File: config.mk
export PLATFORM = sky130hd
export DESIGN_NAME = rv32i_mem_arbiter
export DESIGN_NICKNAME = d
export VERILOG_FILES = /design/src/rtl/rv32i_arb_pkg.sv /design/src/rtl/rv32i_rd_lat_pipe.sv /design/src/rtl/rv32i_mem_arbiter.sv
export SDC_FILE = /design/constraint.sdc
export NUM_CORES = 1
export LEC_CHECK = 0
export BUFFER_PORTS_ARGS = -buffer_cell sky130_fd_sc_hd__buf_2
export CAP_MARGIN = 20
export CORE_ASPECT_RATIO = 0.9
export CORE_MARGIN = 4
export CORE_UTILIZATION = 45
export DETAILED_ROUTE_END_ITERATION = 16
export PLACE_DENSITY = 0.85
export SYNTH_ARGS = -nofsm -noshare
export SYNTH_HDL_FRONTEND = slang
export SYNTH_SLANG_ARGS = --single-unit
File: constraint.sdc
create_clock -name clk -period 4.05 [get_ports clk]
set_input_delay 0.81 -clock clk [delete_from_list [all_inputs] [get_ports clk]]
set_output_delay 0.81 -clock clk [all_outputs]
set_load 0.005 [all_outputs]
File: src/rtl/rv32i_arb_pkg.sv
// rv32i_arb_pkg: shared owner/tag types and defaults for the unified memory arbiter
package rv32i_arb_pkg;
  localparam int ADDR_W_DEF = 10;
  localparam int DATA_W_DEF = 32;
  typedef enum logic {OWN_IF = 1'b0, OWN_D = 1'b1} owner_e;
  typedef struct packed {
    logic   valid;
    owner_e owner;
  } rd_tag_t;
  function automatic rd_tag_t flush_tag(rd_tag_t t, logic flush_if, logic flush_d);
    rd_tag_t r;
    r = t;
    r.valid = t.valid & ~((t.owner == OWN_IF) ? flush_if : flush_d);
    return r;
  endfunction
endpackage

File: src/rtl/rv32i_rd_lat_pipe.sv
// rv32i_rd_lat_pipe: DEPTH-deep {valid, owner} shift pipe tracking in-flight reads with per-owner flush
module rv32i_rd_lat_pipe
  import rv32i_arb_pkg::*;
#(
  parameter int DEPTH = 1
) (
  input  logic    clk,
  input  logic    rst_n,
  input  rd_tag_t push_i,
  input  logic    flush_if_i,
  input  logic    flush_d_i,
  output rd_tag_t head_o
);
  rd_tag_t stage_q [DEPTH];
  // shift tags toward the head, dropping any whose owner is being flushed this cycle
  always_ff @(posedge clk or negedge rst_n) begin
    if (!rst_n) begin
      for (int i = 0; i < DEPTH; i++) stage_q[i] <= '0;
    end else begin
      stage_q[0] <= flush_tag(push_i, flush_if_i, flush_d_i);
      for (int i = 1; i < DEPTH; i++) stage_q[i] <= flush_tag(stage_q[i-1], flush_if_i, flush_d_i);
    end
  end
  assign head_o = flush_tag(stage_q[DEPTH-1], flush_if_i, flush_d_i);
endmodule

File: src/rtl/rv32i_mem_arbiter.sv
// rv32i_mem_arbiter: single-port memory arbiter between fetch and load/store; RV32I_ARB_PERF_EN adds perf counters
module rv32i_mem_arbiter
  import rv32i_arb_pkg::*;
#(
  parameter int ADDR_W     = ADDR_W_DEF,
  parameter int DATA_W     = DATA_W_DEF,
  parameter int MEM_LAT    = 1,
  parameter int STARVE_MAX = 4
) (
  input  logic              clk,
  input  logic              rst_n,
  input  logic              if_req,
  input  logic [ADDR_W-1:0] if_addr,
  input  logic              if_flush,
  output logic              if_gnt,
  output logic              if_rvalid,
  output logic [DATA_W-1:0] if_rdata,
  input  logic              d_req,
  input  logic              d_we,
  input  logic [ADDR_W-1:0] d_addr,
  input  logic [DATA_W-1:0] d_wdata,
  output logic              d_gnt,
  output logic              d_rvalid,
  output logic [DATA_W-1:0] d_rdata,
  output logic              mem_en,
  output logic              mem_we,
  output logic [ADDR_W-1:0] mem_addr,
  output logic [DATA_W-1:0] mem_wdata,
  input  logic [DATA_W-1:0] mem_rdata
`ifdef RV32I_ARB_PERF_EN
  ,
  output logic [31:0]       perf_if_stall,
  output logic [31:0]       perf_d_gnt
`endif
);
  localparam int SW = $clog2(STARVE_MAX + 1);
  logic [SW-1:0]     starve_cnt_q, starve_cnt_d;
  logic [DATA_W-1:0] if_rdata_q, d_rdata_q;
  logic              force_if;
  rd_tag_t           push, head;
  // data-first arbitration with starvation override; grants held low while in reset
  always_comb begin
    force_if     = starve_cnt_q == SW'(STARVE_MAX);
    if_gnt       = rst_n & if_req & (~d_req | force_if);
    d_gnt        = rst_n & d_req & ~if_gnt;
    mem_en       = if_gnt | d_gnt;
    mem_we       = d_gnt & d_we;
    mem_addr     = if_gnt ? if_addr : d_gnt ? d_addr : '0;
    mem_wdata    = d_gnt ? d_wdata : '0;
    starve_cnt_d = (if_req & ~if_gnt) ? (force_if ? starve_cnt_q : starve_cnt_q + SW'(1)) : '0;
    push         = '{valid: mem_en & ~mem_we, owner: d_gnt ? OWN_D : OWN_IF};
    if_rvalid    = head.valid & (head.owner == OWN_IF);
    d_rvalid     = head.valid & (head.owner == OWN_D);
    if_rdata     = if_rvalid ? mem_rdata : if_rdata_q;
    d_rdata      = d_rvalid ? mem_rdata : d_rdata_q;
  end
  rv32i_rd_lat_pipe #(.DEPTH(MEM_LAT)) u_pipe (
    .clk       (clk),
    .rst_n     (rst_n),
    .push_i    (push),
    .flush_if_i(if_flush),
    .flush_d_i (1'b0),
    .head_o    (head)
  );
  // starvation counter and per-requester read-data hold registers
  always_ff @(posedge clk or negedge rst_n) begin
    if (!rst_n) begin
      starve_cnt_q <= '0;
      if_rdata_q   <= '0;
      d_rdata_q    <= '0;
    end else begin
      starve_cnt_q <= starve_cnt_d;
      if_rdata_q   <= if_rdata;
      d_rdata_q    <= d_rdata;
    end
  end
`ifdef RV32I_ARB_PERF_EN
  logic [31:0] perf_if_stall_q, perf_d_gnt_q;
  // saturating counters for fetch stall cycles and data grants
  always_ff @(posedge clk or negedge rst_n) begin
    if (!rst_n) begin
      perf_if_stall_q <= '0;
      perf_d_gnt_q    <= '0;
    end else begin
      perf_if_stall_q <= perf_if_stall_q + 32'(if_req && !if_gnt && perf_if_stall_q != '1);
      perf_d_gnt_q    <= perf_d_gnt_q + 32'(d_gnt && perf_d_gnt_q != '1);
    end
  end
  assign perf_if_stall = perf_if_stall_q;
  assign perf_d_gnt    = perf_d_gnt_q;
`endif
endmodule

==> After elaboration in Yosys (flattened, before gate mapping) <==
Cells that the tools add are included.
W data, S select, Z words.
{ "op_classes": {"eq_ne": 2, "div": 0, "addsub": 1, "multipliers": 0, "n_reduce_logical": 0, "n_shift": 0, "n_mux": 10, "bitwise_logic": 19, "order_cmp": 0} }
{ "op_table": {"columns": ["op", "count"], "rows": [
  ["$mux W32", 3],
  ["$mux W10", 2],
  ["$and A1 B1 Y1", 11],
  ["$mux W3", 2],
  ["$not A1 Y1", 6],
  ["$add A3 B1 Y3 const B", 1],
  ["$eq A3 B3 Y1 const B", 1],
  ["$mux W1", 3],
  ["$ne A2 B2 Y1 const B", 1],
  ["$or A1 B1 Y1", 2]
]} }
{ "totals": {"register_bits": 69, "elab_cells": 37, "romBits": 0, "latch_bits": 0, "ramBits": 0, "memories": 0, "out_inout_bits": 112} }

==> Logic depth before layout (Yosys ltp) <==
Gate-level depths: netlist of run 1.
{ "logic_depth": {"ltp_word": 9, "mapped_depth": 7} }

==> Cells and area by module <==
Synthesis of run 1 repeated with hierarchy kept, for this count alone.
{ "unflattened": {"cells_unflattened": 223, "hier_area_um2": 3061.7} }
{ "modules_own_cells": {"columns": ["mod", "seq_area_each_um2", "cells_each", "area_per_inst_um2", "n_inst"], "rows": [
  ["rv32i_mem_arbiter", 1676.6, 216, 2971.6, 1],
  ["rv32i_rd_lat_pipe", 50.0, 7, 90.1, 1]
]} }

==> Least setup slack after synthesis of run 1 <==
OpenSTA, ideal clock, no wires.
{ "synth_path": {"path_type": "input -> output", "start": "input port if_flush", "end": "output port if_rdata[22]", "t_arrival_ps": 1637, "cell_stages": 3, "t_required_ps": 3240, "path_slack_ps": 1603, "path_cell_list": "nor3b_4 > buf_4 > mux2_2"} }
{ "synth_via": {"elab_chain_cells": 5} }
{ "synth_rtl": {"columns": ["item", "line_no", "rtl"], "rows": [
  ["start: declaration", "rv32i_mem_arbiter.sv:14", "input logic if_flush,"],
  ["$mux W1", "rv32i_arb_pkg.sv:13", "r.valid = t.valid & ~((t.owner == OWN_IF) ? flush_if : flush_d);"],
  ["$not A1 Y1", "rv32i_arb_pkg.sv:13", null],
  ["$and A1 B1 Y1", "rv32i_arb_pkg.sv:13", null],
  ["$and A1 B1 Y1", "rv32i_mem_arbiter.sv:52", "if_rvalid = head.valid & (head.owner == OWN_IF);"],
  ["via if_rvalid", "rv32i_mem_arbiter.sv:16", "output logic if_rvalid,"],
  ["$mux W32", "rv32i_mem_arbiter.sv:54", "if_rdata = if_rvalid ? mem_rdata : if_rdata_q;"],
  ["end: declaration", "rv32i_mem_arbiter.sv:17", "output logic [DATA_W-1:0] if_rdata,"]
]} }
The timed path passes the listed nets, and every way through them passes these cells.

==> Worst setup path in the final report of run 1 <==
{ "layout_path": {"start": "register u_pipe.stage_q, in the netlist u_pipe.head_o[0]", "end": "output port d_rdata[18]"} }
{ "layout_via": {"elab_chain_cells": 5} }
{ "layout_rtl": {"columns": ["item", "line_no", "rtl"], "rows": [
  ["start: declaration", "rv32i_rd_lat_pipe.sv:14", "rd_tag_t stage_q [DEPTH];"],
  ["$mux W1", "rv32i_arb_pkg.sv:13", null],
  ["$not A1 Y1", "rv32i_arb_pkg.sv:13", null],
  ["$and A1 B1 Y1", "rv32i_arb_pkg.sv:13", null],
  ["$and A1 B1 Y1 (*)", "rv32i_mem_arbiter.sv:53", "d_rvalid = head.valid & (head.owner == OWN_D);"],
  ["$mux W32 (*)", "rv32i_mem_arbiter.sv:55", "d_rdata = d_rvalid ? mem_rdata : d_rdata_q;"],
  ["end: declaration", "rv32i_mem_arbiter.sv:24", "output logic [DATA_W-1:0] d_rdata,"]
]} }
Every way passes the cells marked *; elsewhere a longest branch is shown, timed or not.

==> flow_summary.toml, run 1 <==
[final_layout]
multi_input_area_um2 = 1200
areaGrowthSynthToFinish_pct = 42.5
num-nets-final = 516
final_layout_size_suffix_gt1_share_pct = 66.9
final_area_um2 = 4330
final_cell_count_no_fill = 519
sequential_cell_area_um2 = 1730
num_antenna_cells = 0
mostFrequentLayoutCells = "201 x sky130_fd_sc_hd__buf_2, 69 x sky130_fd_sc_hd__dfrtp_1, 63 x sky130_fd_sc_hd__mux2_2"
final.fill_count = 526
commonest_non_fill_non_tap_cell_in_the_layout = "sky130_fd_sc_hd__buf_2"

[sta]
final_min_period_ns = 3.00
finalClockSkew_ns = 0.00945
worst_slew_margin_rel_pct = 55.2
setup_viol_count_final = 0
max_freq_mhz = 334
timing.setup.tns_ns = 0
finalHoldViolCount = 0
tightest_slew_ns = 0.670
final.period_utilization_pct = 74.0
slew_viol_final = 0
rsz_0062_raised_after_global_routing = "no"

[synthesis]
ys_seq_elements = 69
post_synth.cell_area_avg_um2 = 13.9
compound_gate_fraction_of_synth_area_pct = 4.28
synthAdderAreaFrac_pct = 0.823
synth_cells = 219
post_synthesis_sequential_area_ratio_pct = 56.8
synth_mux_area_share_pct = 23.7
synthXorXnorAreaFrac_pct = 0
unique_masters_post_synth = 26
post_synthesis_share_of_cell_area_spent_on_and_or_nand_and_nor_gates_pct = 10.6
yosysWarningCount = 0
postSynthNetCount = 311
combinational_family_with_the_most_area_after_synthesis = "multiplexers"
synthesis.area_um2 = 3040

[setup_path]
ff2ff_setup_slack_ns = 2.20
critical_path.reg2reg.startpoint = "u_pipe.head_o[0]$_DFF_PN0_"
cells_on_worst_reg2reg_path = 3
critPathMaxFanout = 19
critical_path.endpoint_type = "output port"
critical_path_at_ns = 2.19
cell_chain_of_the_critical_path = "nand2_1, buf_4, mux2_2, buf_2"
criticalPathCategory = "flip-flop to output port"
worstPathRequired_ns = 3.24
worstSetupStartpointType = "flip-flop"
slowest_delay_ns = 0.52
rr_endpoint = "d_rdata_q[18]$_DFF_PN0_"
crit_slowest_cell = "sky130_fd_sc_hd__nand2_1"

[placement]
placedCellCount = 502
dp_hpwl_um = 6420
io_buffer_count = 201
gpl.final_weighted_congestion = 0.924
instance_area_after_placement_um2 = 4090

[clocking]
clock_buffer_count_from_cts = 9
cts.hold.buffers_added = 0
cts_setup_buffers = 0
clk_path_buf_depth = 2
cts.sink_count = 69
clkLatencyLatePin_ns = 0.33
tritoncts = "yes"
cts.repair.resized = 0
clk_pin_slew_ns = 0.07
h-tree-depth = 3
cts_root_buffer = "sky130_fd_sc_hd__clkbuf_8"

[power]
power_frac_clock_pct = 29.4
internal_power_w = 0.00151
comb_pwr_share_pct = 26.6
power.switching_fraction_pct = 26.3
cellPowerDensity_nw_per_um2 = 472
seq_power_share_pct = 44.1
power.leakage_nw = 2.29
max-vdd-ir-drop_v = 0.000409
p_switching_w = 0.000539

[die]
die_w_um = 94.7
fp.dieArea_um2 = 8140
die_span_in_y_um = 86.0
ios = 202
start_util_pct = 46.2
core_region_area_um2 = 6590
std_cell_rows = 28

[global_route]
grt_antenna_before_repair = 0
grt_pass1_wl_um = 12900
track_usage_pct = 20.7
gr-total-overflow = 0
grt_start_max_net_pins = 46
grt_pass1_vias = 2541

[detailed_routing]
wl_per_cell_um = 16.1
ant_nets = 0
via_count = 2444
post-route-drc-count = 0
initialDrtViolationCount = 51
drt-total-wl_um = 8370
route.detailed.vias_per_inst = 4.71
dr.pass1.iters = 4

[flow_run]
max-cap-violations = 0

[min_path]
whs_path_depth = 1
min_from = "d_rdata_q[15]$_DFF_PN0_"
min-delay-path-class = "flip-flop to flip-flop"
min_delay_worst_endpoint = "d_rdata_q[15]$_DFF_PN0_"

[outcome]
run_status = "finished, final reports clean"
worst max-delay path by stage:
stage / startpoint / end / cells after the start
2_1_floorplan: if_flush / if_rdata[22] / 3
6_report: u_pipe.head_o[0]$_DFF_PN0_ / d_rdata[18] / 4
5_1_grt: u_pipe.head_o[0]$_DFF_PN0_ / d_rdata[18] / 4
3_5_place_dp: if_req / mem_addr[9] / 5
3_3_place_gp: if_req / mem_addr[9] / 5
4_1_cts: starve_cnt_q[0]$_DFFE_PN0P_ / mem_addr[9] / 6
final cells by class:
class | count | share of cell area, %
multi-input cells | 133 | 27.6
repair buffers | 206 | 24.5
flip-flops and latches | 69 | 39.8
clock buffers | 11 | 3.03
clock inverters | 5 | 1.96
well taps | 90 | 2.60
inverters | 5 | 0.433
cells in the mapped netlist:
cell                       instances  area (µm²)
sky130_fd_sc_hd__nand3_1           3        15.0
sky130_fd_sc_hd__and2_1           33         206
sky130_fd_sc_hd__or3_1             1        6.26
sky130_fd_sc_hd__a21oi_1           1        5.00
sky130_fd_sc_hd__nand2_1           2        7.51
sky130_fd_sc_hd__a21bo_2           1        10.0
sky130_fd_sc_hd__inv_1             5        18.8
sky130_fd_sc_hd__ha_1              2        25.0
sky130_fd_sc_hd__mux2_2           63         709
sky130_fd_sc_hd__buf_4             3        22.5
sky130_fd_sc_hd__buf_6             5        56.3
sky130_fd_sc_hd__a22o_1            9        78.8
sky130_fd_sc_hd__nor3b_4           1        18.8
sky130_fd_sc_hd__and3_4            1        11.3
sky130_fd_sc_hd__o31a_1            1        8.76
sky130_fd_sc_hd__dfrtp_1          69        1730
sky130_fd_sc_hd__buf_2             4        20.0
sky130_fd_sc_hd__mux2_1            1        11.3
sky130_fd_sc_hd__nor3_1            2        10.0
sky130_fd_sc_hd__a22o_2            1        10.0
sky130_fd_sc_hd__o22ai_1           1        6.26
sky130_fd_sc_hd__o21ai_0           1        5.00
sky130_fd_sc_hd__nor2_1            3        11.3
sky130_fd_sc_hd__and3_1            2        12.5
sky130_fd_sc_hd__nand3b_1          3        22.5
sky130_fd_sc_hd__a31oi_1           1        6.26
cells by family after synthesis:
kind of cell,count (synthesis)
AND/OR/NAND/NOR,51
adder cells (fa/ha/maj),2
AO/OA/AOI/OAI,16
flip-flops,69
buffers and inverters,17
multiplexers,64
stage by stage:
step	setup WS, ns	util, %	total power, W	hold WS [ns]
floorplan	1.60	-	0.00117	0.476
global placement	1.03	62.1	0.00143	0.462
detailed placement	0.940	62.1	0.00146	0.481
CTS	0.814	65.4	0.00207	0.498
global route	0.880	65.8	0.00217	0.509
finish	1.05	65.8	0.00205	0.495
flip-flops by register name (all words and copies together), names as in the netlist:
| signal | flops |
|---|---|
| u_pipe.head_o | 1 |
| u_pipe.stage_q | 1 |
| if_rdata_q | 32 |
| d_rdata_q | 32 |
| starve_cnt_q | 3 |
critical path: cells and delay by family (launching register included):
family | cells | cell delay, ns
and+or+nand+nor | 1 | 0.52
buffers and inverters | 2 | 0.52
DFF | 1 | 0.42
muxes | 1 | 0.40
power groups by stage:
stage | registers, W | clock network [W] | logic, W
after floorplan | 0.000894 | 0 | 0.000271
after global placement | 0.000901 | 0 | 0.000527
after detailed placement | 0.000917 | 0 | 0.000546
after CTS | 0.000905 | 0.000618 | 0.000550
after global routing | 0.000920 | 0.000653 | 0.000599
final | 0.000902 | 0.000601 | 0.000544
layer usage:
metal  vias up  share of wire, %  wire length, µm  track usage, %
met4         0               1.0               85            5.11
met5         -                 0                0               0
met1      1180                41             3440            26.0
li1       1170                 -                -               -
met3        10               6.6              549            7.37
met2        84                51             4290            34.1
Power figures use the tool's default switching activity.
==> run 2, diff against run 1 <==
- CORE_UTILIZATION: 45 -> 38
- PLACE_DENSITY: 0.85 -> 0.77
- clock period: 4.05 -> 2.6 ns (I/O delays scaled with it)
==> run 2 against run 1 <==
  * Via count increased by 1.5%
  * Combinational power is 55% higher
  * Critical path type unchanged
  * Sequential power increased by 55%
  * Largest cell class unchanged
==> flow_summary.toml, run 2 (same netlist as run 1, synthesis figures left out) <==
[final_layout]
final.fill_count = 648
num-nets-final = 516
final_area_um2 = 4380
num_antenna_cells = 0
final_layout_size_suffix_gt1_share_pct = 67.6
areaGrowthSynthToFinish_pct = 44.1
final_cell_count_no_fill = 525
layout_top_registers = "d_rdata_q (32), if_rdata_q (32), starve_cnt_q (3)"
sequential_cell_area_um2 = 1730
multi_input_area_um2 = 1200
commonest_non_fill_non_tap_cell_in_the_layout = "sky130_fd_sc_hd__buf_2"
mostFrequentLayoutCells = "201 x sky130_fd_sc_hd__buf_2, 69 x sky130_fd_sc_hd__dfrtp_1, 63 x sky130_fd_sc_hd__mux2_2"

[global_route]
grt_pass1_vias = 2521
grt_antenna_before_repair = 0
gr-usage-met2_pct = 28.0
grt_use_met3_pct = 5.80
busiest_layer = "met2"
grt_start_max_net_pins = 46
grt_util_met1_pct = 22.2
track_usage_pct = 17.4
grt_pass1_wl_um = 12900
gr-total-overflow = 0

[clocking]
clkLatencyLatePin_ns = 0.34
clk_pin_slew_ns = 0.08
cts_root_buffer = "sky130_fd_sc_hd__clkbuf_8"
tritoncts = "yes"
clock_buffer_count_from_cts = 9
cts.sink_count = 69
clk_path_buf_depth = 2
cts.hold.buffers_added = 0
h-tree-depth = 3

[power]
max-vdd-ir-drop_v = 0.000426
power.leakage_nw = 2.31
cellPowerDensity_nw_per_um2 = 759

[sta]
tightest_slew_ns = 0.485
final.period_utilization_pct = 92.8
finalHoldViolCount = 0
setup_viol_count_final = 0
finalClockSkew_ns = 0.0121
max_freq_mhz = 414
rsz_0062_raised_after_global_routing = "no"
timing.setup.tns_ns = 0
min_setup_slack_post_route_ns = 0.187
final_min_period_ns = 2.41
worst_slew_margin_rel_pct = 67.7
slew_viol_final = 0

[outcome]
run_status = "finished, final reports clean"

[die]
std_cell_rows = 30
ios = 202
die_span_in_y_um = 92.9
core_region_area_um2 = 7660
start_util_pct = 39.7
die_w_um = 102
fp.dieArea_um2 = 9500

[flow_run]
max-cap-violations = 0

[detailed_routing]
initialDrtViolationCount = 56
via_count = 2481
wl_per_cell_um = 15.6
dr.pass1.iters = 4
route.detailed.vias_per_inst = 4.73
ant_nets = 0
drt-total-wl_um = 8210
post-route-drc-count = 0

[placement]
dp_hpwl_um = 6430
instance_area_after_placement_um2 = 4120
dpl_worst_slack_ns = 0.0237
placedCellCount = 509
gpl.final_weighted_congestion = 0.884
io_buffer_count = 201

[setup_path]
cp-startpoint = "starve_cnt_q[0]$_DFFE_PN0P_"
criticalPathCategory = "flip-flop to output port"
critPathMaxFanout = 45
critical_path_at_ns = 1.89
worstSetupStartpointType = "flip-flop"
ff2ff_setup_slack_ns = 1.12
critical_path.reg2reg.startpoint = "starve_cnt_q[0]$_DFFE_PN0P_"
critical_path.endpoint_type = "output port"
cells_on_worst_reg2reg_path = 5
worstPathRequired_ns = 2.08
rr_endpoint = "starve_cnt_q[0]$_DFFE_PN0P_"

[min_path]
min-delay-path-class = "primary input to async pin"
==> run 2: layer usage <==
layer  vias up  wire length [µm]
li1       1167                 -
met1      1211              3360
met2        92              4140
met3        11               622
met4         0                82
met5         -                 0
==> run 2: layout make-up <==
class,instances,share of cell area [%]
Sequential cell,69,39.4
Clock inverter,5,2.43
Multi-Input combinational cell,133,27.4
Clock buffer,11,3.46
Tap cell,96,2.74
Inverter,5,0.428
Timing Repair Buffer,206,24.1
==> run 2: worst max-delay path by stage <==
stage / cells past startpoint / slack (ns) / end
after global routing: 6 / 0.01 / mem_wdata[27]
after detailed placement: 6 / 0.02 / mem_addr[9]
after CTS: 6 / 0.02 / mem_wdata[3]
after global placement: 6 / 0.14 / mem_addr[9]
final: 6 / 0.19 / mem_wdata[3]
after floorplan: 6 / 0.70 / mem_addr[0]
==> run 2: power by group <==
group	leakage (nW)	switching [W]	internal, W	total (W)
clock	0.126	0.000396	0.000691	0.00109
sequential	0.822	0.0000647	0.00133	0.00140
combinational	1.36	0.000373	0.000469	0.000842
==> run 2: timing repair <==
action	CTS	global route
endpoints found under the setup margin	44	44
setup buffers	0	0
resized for setup	1	1
==> run 2: critical path: stages (launching register included) <==
cell	delay, ns
sky130_fd_sc_hd__dfrtp_1	0.38
sky130_fd_sc_hd__inv_1	0.09
sky130_fd_sc_hd__ha_1	0.24
sky130_fd_sc_hd__nand3_1	0.12
sky130_fd_sc_hd__and3_4	0.42
sky130_fd_sc_hd__and2_1	0.19
sky130_fd_sc_hd__buf_2	0.12
==> run 2: through the flow <==
step	util, %	hold WS, ns	power, W
after floorplan	-	0.224	0.00182
after global placement	53.8	0.464	0.00223
after detailed placement	53.8	0.475	0.00228
after CTS	57.2	0.225	0.00338
after global routing	57.2	0.256	0.00353
final	57.2	0.240	0.00333
==> run 3, diff against run 2 <==
- CORE_UTILIZATION: 38 -> 45
- PLACE_DENSITY: 0.77 -> 0.85
- REMOVE_ABC_BUFFERS: not set -> 1
- clock period: 2.6 -> 2.93 ns (I/O delays scaled with it)
==> run 3 against run 2 <==
  * Via count decreased by 0.60%
  * Final area is 1.6% lower
  * Power decreased by 15%
  * Critical path depth unchanged
  * Global-route usage is 3.2 points higher
  * Sequential share of layout area rose by 0.63 points
  * Clock skew is 0.0064 ns lower
  * Combinational power decreased by 11%
  * Clock-buffer cell count fell by 1
  * Utilization grew 8.3 points
  * Hold slack gained 0.25 ns
  * Setup slack gained 0.071 ns
==> flow_summary.toml, run 3 (same netlist as run 1, synthesis figures left out) <==
[sta]
slew_viol_final = 0
final.period_utilization_pct = 91.2
max_freq_mhz = 374
finalClockSkew_ns = 0.00577
final_min_period_ns = 2.67
min_setup_slack_post_route_ns = 0.258
worst_slew_margin_rel_pct = 41.7
rsz_0062_raised_after_global_routing = "no"
setup_viol_count_final = 0
timing.setup.tns_ns = 0
finalHoldViolCount = 0
tightest_slew_ns = 0.875

[setup_path]
cells_on_worst_reg2reg_path = 4
worstPathRequired_ns = 2.34
cp-startpoint = "starve_cnt_q[0]$_DFFE_PN0P_"
critical_path_at_ns = 2.09
critical_path.endpoint_type = "output port"
rr_endpoint = "u_pipe.head_o[0]$_DFF_PN0_"
critPathMaxFanout = 45
crit_slowest_cell = "sky130_fd_sc_hd__and3_2"
cell_chain_of_the_critical_path = "inv_1, ha_1, nand3_1, and3_2, and2_1, buf_2"
critical_path.reg2reg.startpoint = "starve_cnt_q[0]$_DFFE_PN0P_"
criticalPathCategory = "flip-flop to output port"
cp-endpoint = "mem_wdata[22]"
slowest_delay_ns = 0.59
ff2ff_setup_slack_ns = 1.34
worstSetupStartpointType = "flip-flop"

[outcome]
run_status = "finished, final reports clean"

[global_route]
gr-total-overflow = 0
grt_pass1_wl_um = 13000
track_usage_pct = 20.6
grt_antenna_before_repair = 0
grt_start_max_net_pins = 73
grt_pass1_vias = 2527

[final_layout]
commonest_non_fill_non_tap_cell_in_the_layout = "sky130_fd_sc_hd__buf_2"
mostFrequentLayoutCells = "201 x sky130_fd_sc_hd__buf_2, 69 x sky130_fd_sc_hd__dfrtp_1, 63 x sky130_fd_sc_hd__mux2_2"
layout_top_registers = "d_rdata_q (32), if_rdata_q (32), starve_cnt_q (3)"
num_antenna_cells = 0
num-nets-final = 516
final_layout_size_suffix_gt1_share_pct = 67.3
final.fill_count = 537
final_cell_count_no_fill = 518
finalCoreUtilization_pct = 65.5
areaGrowthSynthToFinish_pct = 41.8

[min_path]
min-delay-path-class = "flip-flop to flip-flop"
min_from = "if_rdata_q[20]$_DFF_PN0_"

[placement]
gpl.final_weighted_congestion = 0.778
placedCellCount = 503
dp_hpwl_um = 6370
io_buffer_count = 201
dpl_worst_slack_ns = 0.210

[detailed_routing]
dr.max_layer_used = "met4"
drt-total-wl_um = 8270
dr.pass1.iters = 4
wl_met1_um = 3480
wl_met2_um = 4050
ant_nets = 0
met3WireLength_um = 653
initialDrtViolationCount = 79
post-route-drc-count = 0
wl_per_cell_um = 16.0
via_count = 2466
route.detailed.vias_per_inst = 4.76

[die]
start_util_pct = 46.2
ios = 202
die_w_um = 94.7
core_region_area_um2 = 6590
die_span_in_y_um = 86.0
fp.dieArea_um2 = 8140
std_cell_rows = 28

[power]
power.leakage_nw = 2.29
cellPowerDensity_nw_per_um2 = 655
max-vdd-ir-drop_v = 0.000521

[clocking]
cts_root_buffer = "sky130_fd_sc_hd__clkbuf_8"
clock_buffer_count_from_cts = 9
clk_pin_slew_ns = 0.08
cts.sink_count = 69
cts.repair.resized = 1
tritoncts = "yes"
cts_setup_buffers = 0
clk_path_buf_depth = 2
h-tree-depth = 3
cts.hold.buffers_added = 0
clkLatencyLatePin_ns = 0.33

[flow_run]
max-cap-violations = 0
run 3: cell count changes in the layout (fill, tap and decap cells not counted), sizes merged:
| cell | delta |
|---|---|
| bufinv | -1 |
| clkbuf | -1 |
| inv | +1 |
run 3: cell type report:
class | count | area (µm²) | area share, %
Sequential cell | 69 | 1730 | 40.0
Timing Repair Buffer | 206 | 1040 | 24.2
Tap cell | 90 | 113 | 2.61
Clock buffer | 10 | 128 | 2.96
Inverter | 5 | 18.8 | 0.435
Clock inverter | 5 | 85.1 | 1.97
Multi-Input combinational cell | 133 | 1200 | 27.8
run 3: worst max-delay path: cells and delay by family, from the launching register on:
family | cells | cell delay [ns]
adder cells (fa/ha/maj) | 1 | 0.25
flip-flops | 1 | 0.38
AND/OR/NAND/NOR | 3 | 0.92
buffers and inverters | 2 | 0.19
run 3: where the power goes:
part           internal, W  switching (W)
clock network     0.000479       0.000355
logic             0.000414       0.000337
registers          0.00118      0.0000564
total              0.00208       0.000748
run 3: worst min-delay path by stage:
stage               slack (ns)  cells past startpoint                  endpoint
finish                    0.49                      1  if_rdata_q[20]$_DFF_PN0_
global route              0.49                      2  if_rdata_q[16]$_DFF_PN0_
CTS                       0.49                      2   d_rdata_q[27]$_DFF_PN0_
detailed placement        0.47                      1  if_rdata_q[20]$_DFF_PN0_
global placement          0.46                      1  if_rdata_q[20]$_DFF_PN0_
floorplan                 0.29                      0    d_rdata_q[0]$_DFF_PN0_
run 3: layer usage:
metal,vias to the layer above,track usage [%]
met1,1188,26.5
met5,-,0
li1,1176,-
met4,0,4.59
met2,92,32.6
met3,10,8.60
run 3: through the flow:
step | hold WS, ns | cell area (µm²) | total power [W]
floorplan | 0.290 | 2940 | 0.00160
global placement | 0.462 | 4100 | 0.00198
detailed placement | 0.473 | 4100 | 0.00202
CTS | 0.486 | 4310 | 0.00287
global route | 0.490 | 4310 | 0.00300
finish | 0.489 | 4310 | 0.00282
